## src/rtl/row_uram_arbiter_pkg.sv

```systemverilog
// Shared types and constants for the row-level URAM arbiter and the core-side URAM port.
package row_uram_arbiter_pkg;

    typedef enum logic [1:0] {
        ARB_IDLE,
        ARB_GRANT,
        ARB_RELEASE
    } arb_state_t;

    localparam int URAM_ADDR_W       = 12;
    localparam int URAM_DATA_W       = 32;
    localparam int NUM_CORES_DEFAULT = 8;

    // Pointer width for an N-entry round-robin; never narrower than one bit.
    function automatic int ptr_width(input int n);
        return (n > 1) ? $clog2(n) : 1;
    endfunction

endpackage

```

## src/rtl/row_uram_arbiter_picker.sv

```systemverilog
// Combinational round-robin picker: first set request strictly after ptr, wrapping modulo N.
module rr_priority_picker #(
    parameter int N  = 8,
    parameter int PW = 3
) (
    input  logic [N-1:0]  req,
    input  logic [PW-1:0] ptr,
    output logic [N-1:0]  onehot,
    output logic [PW-1:0] idx,
    output logic          valid
);

    // cand[gi] is the core examined at scan offset gi+1 from ptr.
    logic [PW:0]   sum  [N];
    logic [PW-1:0] cand [N];

    generate
        for (genvar gi = 0; gi < N; gi++) begin : g_cand
            assign sum[gi]  = {1'b0, ptr} + (PW+1)'(gi + 1);
            assign cand[gi] = (sum[gi] >= (PW+1)'(N)) ? PW'(sum[gi] - (PW+1)'(N))
                                                      : PW'(sum[gi]);
        end
    endgenerate

    // Scan from the farthest offset down so the nearest requester is the last one written.
    always_comb begin
        valid  = 1'b0;
        idx    = '0;
        onehot = '0;
        for (int k = N - 1; k >= 0; k--) begin
            if (req[cand[k]]) begin
                idx   = cand[k];
                valid = 1'b1;
            end
        end
        if (valid) begin
            onehot = N'(1) << idx;
        end
    end

endmodule

```

## src/rtl/row_uram_arbiter.sv

```systemverilog
// Row arbiter: round-robin exclusive URAM ownership, registered URAM mux and emptied broadcast.
module row_uram_arbiter #(
    parameter int NUM_CORES   = row_uram_arbiter_pkg::NUM_CORES_DEFAULT,
    parameter int URAM_ADDR_W = row_uram_arbiter_pkg::URAM_ADDR_W,
    parameter int URAM_DATA_W = row_uram_arbiter_pkg::URAM_DATA_W
) (
    input  logic                           clk,
    input  logic                           reset,
    input  logic [NUM_CORES-1:0]           i_core_req,
    input  logic [NUM_CORES-1:0]           i_core_locked,
    output logic [NUM_CORES-1:0]           o_core_grant,
    output logic                           o_uram_emptied,
    input  logic [NUM_CORES-1:0]           i_uram_en,
    input  logic [NUM_CORES*URAM_ADDR_W-1:0] i_uram_addr,
    input  logic [NUM_CORES*URAM_DATA_W-1:0] i_uram_wr_data,
    input  logic [NUM_CORES-1:0]           i_uram_wr_en,
    input  logic                           i_drain_done,
    output logic                           o_uram_en,
    output logic [URAM_ADDR_W-1:0]         o_uram_addr,
    output logic [URAM_DATA_W-1:0]         o_uram_wr_data,
    output logic                           o_uram_wr_en
);

    import row_uram_arbiter_pkg::*;

    localparam int PW = ptr_width(NUM_CORES);

    arb_state_t             state_reg;
    logic [NUM_CORES-1:0]   grant_reg;
    logic [PW-1:0]          rr_ptr_reg;
    logic                   uram_en_reg;
    logic                   uram_wr_en_reg;
    logic [URAM_ADDR_W-1:0] uram_addr_reg;
    logic [URAM_DATA_W-1:0] uram_wr_data_reg;
    logic                   emptied_reg;

    // Unpack the per-core URAM buses so the granted core can be selected by index.
    logic [URAM_ADDR_W-1:0] addr_arr [NUM_CORES];
    logic [URAM_DATA_W-1:0] data_arr [NUM_CORES];

    generate
        for (genvar gi = 0; gi < NUM_CORES; gi++) begin : g_unpack
            assign addr_arr[gi] = i_uram_addr[gi*URAM_ADDR_W +: URAM_ADDR_W];
            assign data_arr[gi] = i_uram_wr_data[gi*URAM_DATA_W +: URAM_DATA_W];
        end
    endgenerate

    logic [NUM_CORES-1:0] pick_onehot;
    logic [PW-1:0]        pick_idx;
    logic                 pick_valid;

    rr_priority_picker #(
        .N  (NUM_CORES),
        .PW (PW)
    ) u_picker (
        .req    (i_core_req),
        .ptr    (rr_ptr_reg),
        .onehot (pick_onehot),
        .idx    (pick_idx),
        .valid  (pick_valid)
    );

    // rr_ptr doubles as the owner index while a grant is active.
    logic                   own_req;
    logic                   own_locked;
    logic                   own_en;
    logic                   own_wr_en;
    logic [URAM_ADDR_W-1:0] own_addr;
    logic [URAM_DATA_W-1:0] own_data;
    logic                   muxed_write;

    assign own_req     = i_core_req[rr_ptr_reg];
    assign own_locked  = i_core_locked[rr_ptr_reg];
    assign own_en      = i_uram_en[rr_ptr_reg];
    assign own_wr_en   = i_uram_wr_en[rr_ptr_reg];
    assign own_addr    = addr_arr[rr_ptr_reg];
    assign own_data    = data_arr[rr_ptr_reg];
    assign muxed_write = (state_reg == ARB_GRANT) && own_en && own_wr_en;

    always_ff @(posedge clk or posedge reset) begin
        if (reset) begin
            state_reg        <= ARB_IDLE;
            grant_reg        <= '0;
            rr_ptr_reg       <= PW'(NUM_CORES - 1);
            uram_en_reg      <= 1'b0;
            uram_wr_en_reg   <= 1'b0;
            uram_addr_reg    <= '0;
            uram_wr_data_reg <= '0;
            emptied_reg      <= 1'b1;
        end else begin
            uram_en_reg      <= 1'b0;
            uram_wr_en_reg   <= 1'b0;
            uram_addr_reg    <= '0;
            uram_wr_data_reg <= '0;

            // A write in the same cycle as drain_done means fresh data is present.
            if (muxed_write) begin
                emptied_reg <= 1'b0;
            end else if (i_drain_done) begin
                emptied_reg <= 1'b1;
            end

            case (state_reg)
                ARB_IDLE: begin
                    if (pick_valid) begin
                        grant_reg  <= pick_onehot;
                        rr_ptr_reg <= pick_idx;
                        state_reg  <= ARB_GRANT;
                    end
                end
                ARB_GRANT: begin
                    uram_en_reg      <= own_en;
                    uram_wr_en_reg   <= own_wr_en;
                    uram_addr_reg    <= own_addr;
                    uram_wr_data_reg <= own_data;
                    if (!own_req && !own_locked) begin
                        grant_reg <= '0;
                        state_reg <= ARB_RELEASE;
                    end
                end
                ARB_RELEASE: begin
                    grant_reg <= '0;
                    state_reg <= ARB_IDLE;
                end
                default: begin
                    grant_reg <= '0;
                    state_reg <= ARB_IDLE;
                end
            endcase
        end
    end

    assign o_core_grant   = grant_reg;
    assign o_uram_emptied = emptied_reg;
    assign o_uram_en      = uram_en_reg;
    assign o_uram_wr_en   = uram_wr_en_reg;
    assign o_uram_addr    = uram_addr_reg;
    assign o_uram_wr_data = uram_wr_data_reg;

endmodule

```

## config.mk

```make
export PLATFORM = sky130hd
export DESIGN_NAME = row_uram_arbiter
export DESIGN_NICKNAME = d
export VERILOG_FILES = /design/src/rtl/row_uram_arbiter_pkg.sv /design/src/rtl/row_uram_arbiter_picker.sv /design/src/rtl/row_uram_arbiter.sv
export SDC_FILE = /design/constraint.sdc
export NUM_CORES = 1
export LEC_CHECK = 0
export BUFFER_PORTS_ARGS = -buffer_cell sky130_fd_sc_hd__buf_2
export CELL_PAD_IN_SITES_DETAIL_PLACEMENT = 1
export CELL_PAD_IN_SITES_GLOBAL_PLACEMENT = 2
export CORE_AREA = 2 2 173 175
export CTS_CLUSTER_SIZE = 24
export DETAILED_ROUTE_END_ITERATION = 16
export DIE_AREA = 0 0 175 177
export PLACE_DENSITY = 0.73
export SYNTH_ARGS = -nofsm -noshare
export SYNTH_HDL_FRONTEND = slang
export SYNTH_SLANG_ARGS = --single-unit
export TNS_END_PERCENT = 30
```

## constraint.sdc

```tcl
create_clock -name clk -period 3.7 [get_ports clk]
set_clock_uncertainty 0.05 [all_clocks]
set_input_delay 0.185 -clock clk [delete_from_list [all_inputs] [get_ports clk]]
set_output_delay 0.185 -clock clk [all_outputs]
set_load 0.005 [all_outputs]
```

==> results of run 1 <==
[path summary, 6_finish.rpt]
check	to	cells after the start
max	o_core_grant[3]$_DFFE_PP0P_	9
min	o_uram_emptied$_DFFE_PP1P_	3
max reg2reg	o_core_grant[3]$_DFFE_PP0P_	9
min reg2reg	o_core_grant[6]$_DFFE_PP0P_	2
max in group asynchronous	o_uram_emptied$_DFFE_PP1P_	4
min in group asynchronous	o_core_grant[5]$_DFFE_PP0P_	3
[critical path, delay by kind of cell (launching register included)]
family,cells,cell delay (ns)
muxes,2,0.95
buffers and inverters,1,0.13
DFF,1,0.71
and+or+nand+nor,1,0.18
adders and majority gates,1,0.34
AOI/OAI and AO/OA,3,0.70
xor gates and xnor gates,1,0.26
[metal layers]
layer / global-route usage / share of wire / vias up
li1: - / - / 2661
met1: 0.211 / 0.41 / 2970
met2: 0.289 / 0.51 / 257
met3: 0.0436 / 0.068 / 30
met4: 0.0438 / 0.018 / 4
met5: 0 / 0.00089 / -
[synth_stat cells (2+ instances only)]
library cell  count  area [sq um]
a211oi_1          2          15.0
a21oi_1          50           250
a221oi_1          2          17.5
a22o_1            2          17.5
a31oi_1           2          12.5
buf_1            10          37.5
buf_2             6          30.0
buf_4             2          15.0
clkbuf_1         23          86.3
dfrtp_1          56          1400
dfstp_2           4           105
ha_1              2          25.0
inv_1             9          33.8
mux2_2            6          67.6
mux2i_1           9          90.1
mux4_2          106          2390
nand2_1         112           420
nand2b_1          2          12.5
nor2_1            8          30.0
nor2b_1           2          12.5
o211ai_1          2          15.0
o21ai_0           7          35.0
o31ai_1          10          75.1
or2_2             2          12.5
or4_1             3          22.5
xnor2_1           2          17.5
[cell families after synthesis]
group / count (synthesis)
xor gates and xnor gates: 3
muxes: 121
and+or+nand+nor: 135
DFF: 60
AOI/OAI and AO/OA: 88
adders and majority gates: 2
buffers and inverters: 52
[what timing repair did]
item	CTS	global route
endpoints found under the setup margin	0	3
gates resized for setup	0	1
hold buffers	1	0
setup buffers	0	0
endpoints found under the hold margin	25	0
[power by group through the flow]
stage | Sequential [W] | Combinational, W | Clock, W
after floorplan | 0.00103 | 0.00316 | 0
after global placement | 0.00107 | 0.00445 | 0
after detailed placement | 0.00107 | 0.00450 | 0
after CTS | 0.00106 | 0.00452 | 0.000884
after global routing | 0.00110 | 0.00490 | 0.000911
final | 0.00106 | 0.00446 | 0.000848
[stage by stage]
stage	setup WS, ns	instance area, sq um
global placement	0.345	8060
finish	0.280	8370
CTS	0.254	8350
floorplan	0.0661	5410
detailed placement	0.283	8060
global route	0.0556	8370
[final cells by class]
class,count,area [sq um],share of cell area
clock buffers,11,233,0.0278
flip-flops and latches,60,1510,0.181
clock inverters,5,52.6,0.00628
inverters,10,40.0,0.00478
multi-input cells,349,3700,0.442
well taps,390,488,0.0583
repair buffers,458,2340,0.279
diodes,1,2.50,0.000299
==> metrics.cfg, run 1 <==
[status]
status=finished clean

[setup_path]
crit_type=register to register
crit_path_start_kind=register
r2r-start=rr_ptr_reg[0]$_DFFE_PP1P_
worstPathArrival_ns=3.60
cp_max_fo=9
crit_chain=inv_1 -> ha_1 -> xor2_4 -> mux4_2 -> nor2_1 -> o311ai_0 -> a21boi_1 -> mux2_2 -> o31ai_1
cp-end-kind=register
max_stage_delay_ns=0.71
cp_data_required_time_ns=3.88
slowest_stage=dfstp_4
reg2reg_slack_ns=0.28
crit_start=rr_ptr_reg[0]$_DFFE_PP1P_

[power_and_ir_drop]
p_switching_w=0.00284
p_leak_nw=4.01
p_seq_frac=0.167
p_per_area_nw_per_um2=762
ir_drop_uv=349
power_frac_clock=0.133
pwr-share-comb=0.700
finalPower_w=0.00638
p_int_w=0.00354
swShare=0.445

[drt]
drcViolationCount=0
vias=5922
wire_per_inst_um=21.0
ant_nets=0
first_pass_iters=4
drt_iter0_drc=230
vias_per_cell=4.61
drt_wl_total_um=26900

[sta]
rsz0062_at_grt=no
fin_crit_ns=3.42
setup_tns_ns=0
drv_slew=0
hold_ws_ns=0.159
fmaxAchievable_mhz=292
final_hold_viol_count=0
slew_headroom=0.447
layout_worst_path_cycle_share=0.924
setup_viol=0
worst_pin_slew_ns=0.829

[global_route]
grt.total_usage=0.168
grt_overflow_total=0
grt_max_degree=58
grt_pass1_vias=6485
grt_pass1_wl_um=39100
antenna_found_initial=5

[place]
gp_congestion=0.811
hpwl_um=22500
dp_cells=1266
port_buffers=441

[cts]
cts_root_buffer=clkbuf_16
cts_max_path_buffers=2
cts_made_buffers=9
cts.htree.levels=3
cts.sinks=60
cts_tree=built
clk_pin_slew_worst_paths_ns=0.06
clock_latency_ns=0.33

[logic_synthesis]
synth_ff_type=dfrtp_1
async_flop_share=1.00
ys_seq_area_frac=0.278
synth_edf_count=0
yosysWarnings=0
ys_types=46
synth-xor-area-share=0.00624
synth_top_family_by_area=multiplexers
synth_nets=850
synth-adder-area-share=0.00462
ys_ff_latch=60
syn_area_per_cell_sq_um=11.7
syn_inst=461
yosys.area_share.simple=0.102
synth_compound_area_frac=0.0983
mappedNetlistArea_sq_um=5410
synth_mux_area_frac=0.470

[layout]
final_cell_mix=buf_2 (441), nand2_1 (112), mux4_2 (106)
largest_reg_flops=32
drive_gt1_frac=0.666
fillers=3454
syn2layout_area_growth_pct=54.6
layout_commonest_cell=buf_2
finalNetCount=1277
postLayoutCoreUtil=0.286
stdcell_count=1284

[min_path]
min_from=i_drain_done
hp-class=primary input to register

[floorplanning]
die_height_um=177
io_pins=442
initial_core_util=0.185
rows=63
core_sq_um=29200
die-area_sq_um=31000
die_w_um=175

[flow_run]
maxCapViolations=0

No activity file was read; power rests on OpenSTA's default activity.
==> run 2: changes to the inputs <==
Settings changed: CTS_CLUSTER_DIAMETER from default to 150, PLACE_DENSITY 0.73 to 0.74.
==> metrics.cfg, run 2 (synthesized netlist as in run 1, its figures left out) <==
[place]
hpwl_um=21800
gp_congestion=0.821
port_buffers=441
dp_slack_ns=0.239

[setup_path]
crit_start=rr_ptr_reg[0]$_DFFE_PP1P_
r2r-start=rr_ptr_reg[0]$_DFFE_PP1P_
max_stage_delay_ns=0.63
cp-end-kind=register
cp_max_fo=6
slowest_stage=dfstp_4
cp_data_required_time_ns=3.89
crit_path_start_kind=register
worstPathArrival_ns=3.62
crit_type=register to register
crit_chain=inv_1 -> ha_1 -> mux4_2 -> mux2_2 -> inv_1 -> o311ai_0 -> a21boi_1 -> mux2_2 -> o31ai_1

[sta]
setup_tns_ns=0
setup_viol=0
fin_crit_ns=3.44
drv_slew=0
fin_ws_ns=0.265
final_hold_viol_count=0
layout_worst_path_cycle_share=0.928
fmaxAchievable_mhz=291
slew_headroom=0.369
hold_ws_ns=0.0346
worst_pin_slew_ns=0.947
rsz0062_at_grt=no

[floorplanning]
die_height_um=177
core_sq_um=29200
rows=63
io_pins=442
die-area_sq_um=31000
die_w_um=175
initial_core_util=0.185

[layout]
layout_commonest_cell=buf_2
syn2layout_area_growth_pct=55.5
final_cell_mix=buf_2 (441), nand2_1 (112), mux4_2 (106)
largest_reg_flops=32
finalNetCount=1275
drive_gt1_frac=0.667

[power_and_ir_drop]
p_switching_w=0.00280
p_int_w=0.00366
ir_drop_uv=355
swShare=0.433
p_seq_frac=0.161
p_per_area_nw_per_um2=768
pwr-share-comb=0.689
power_frac_clock=0.150
p_leak_nw=4.02

[drt]
ant_nets=0
vias=5864
vias_per_cell=4.57
drcViolationCount=0
drt_iter0_drc=190
drt_wl_total_um=26100
first_pass_iters=4
wire_per_inst_um=20.4

[global_route]
grt_pass1_vias=6487
antenna_found_initial=4
grt_pass1_wl_um=38600
grt_overflow_total=0
grt_max_degree=61
grt.total_usage=0.165

[cts]
cts_made_buffers=9
cts.sinks=60
clk_pin_slew_worst_paths_ns=0.07
cts_tree=built
cts_root_buffer=clkbuf_16
clock_latency_ns=0.34
postCtsSetupRepairBufs=0
cts_max_path_buffers=2
cts.htree.levels=3

[min_path]
min_from=i_drain_done
hp-class=primary input to register

[flow_run]
maxCapViolations=0

[status]
status=finished clean

run 2: layout make-up:
type / count / area [sq um]
Fill cell: 3467 / 20800
Clock inverter: 3 / 67.6
Antenna cell: 1 / 2.50
Clock buffer: 13 / 270
Timing Repair Buffer: 456 / 2330
Inverter: 10 / 40.0
Tap cell: 390 / 488
Sequential cell: 60 / 1510
Multi-Input combinational cell: 349 / 3700
run 2: metrics by stage:
step	instances	utilization	area [sq um]	power (W)
after global placement	1264	0.275	8060	0.00547
after global routing	1282	0.288	8410	0.00702
after CTS	1281	0.287	8400	0.00657
after detailed placement	1264	0.275	8060	0.00555
final	1282	0.288	8410	0.00646
after floorplan	461	-	5410	0.00420
run 2: final timing paths:
kind                            slack, ns                     endpoint  cells past startpoint
worst max-delay path                 0.26  o_core_grant[7]$_DFFE_PP0P_                      9
worst min-delay path                 0.03   o_uram_emptied$_DFFE_PP1P_                      3
worst max register to register       0.26  o_core_grant[7]$_DFFE_PP0P_                      9
worst min register to register       0.43  o_core_grant[5]$_DFFE_PP0P_                      2
max in group asynchronous            2.35   o_uram_emptied$_DFFE_PP1P_                      4
min in group asynchronous            0.36  o_core_grant[5]$_DFFE_PP0P_                      3
run 2: power by group through the flow:
stage	sequential (W)	combinational (W)	clock, W
after floorplan	0.00103	0.00316	0
after global placement	0.00104	0.00443	0
after detailed placement	0.00105	0.00450	0
after CTS	0.00104	0.00452	0.00101
after global routing	0.00107	0.00491	0.00103
final	0.00104	0.00445	0.000969
run 2: repair_timing:
item / in CTS / in global routing
hold buffers: 1 / 0
setup endpoints to repair: 0 / 4
hold endpoints to repair: 25 / 0
resized for setup: 0 / 1
run 2: layer usage:
layer,track usage,wire length (um),vias to the layer above
met5,0,21,-
met3,0.0421,1680,39
met2,0.283,13400,242
met1,0.203,10400,2920
met4,0.0521,633,4
li1,-,-,2659
run 2: critical path: cells and delay by family, from the launching register on:
family          cells  cell delay, ns
compound gates      3            0.67
mux                 3            1.37
fa+ha+maj           1            0.43
buf+inv             2            0.17
flops               1            0.63
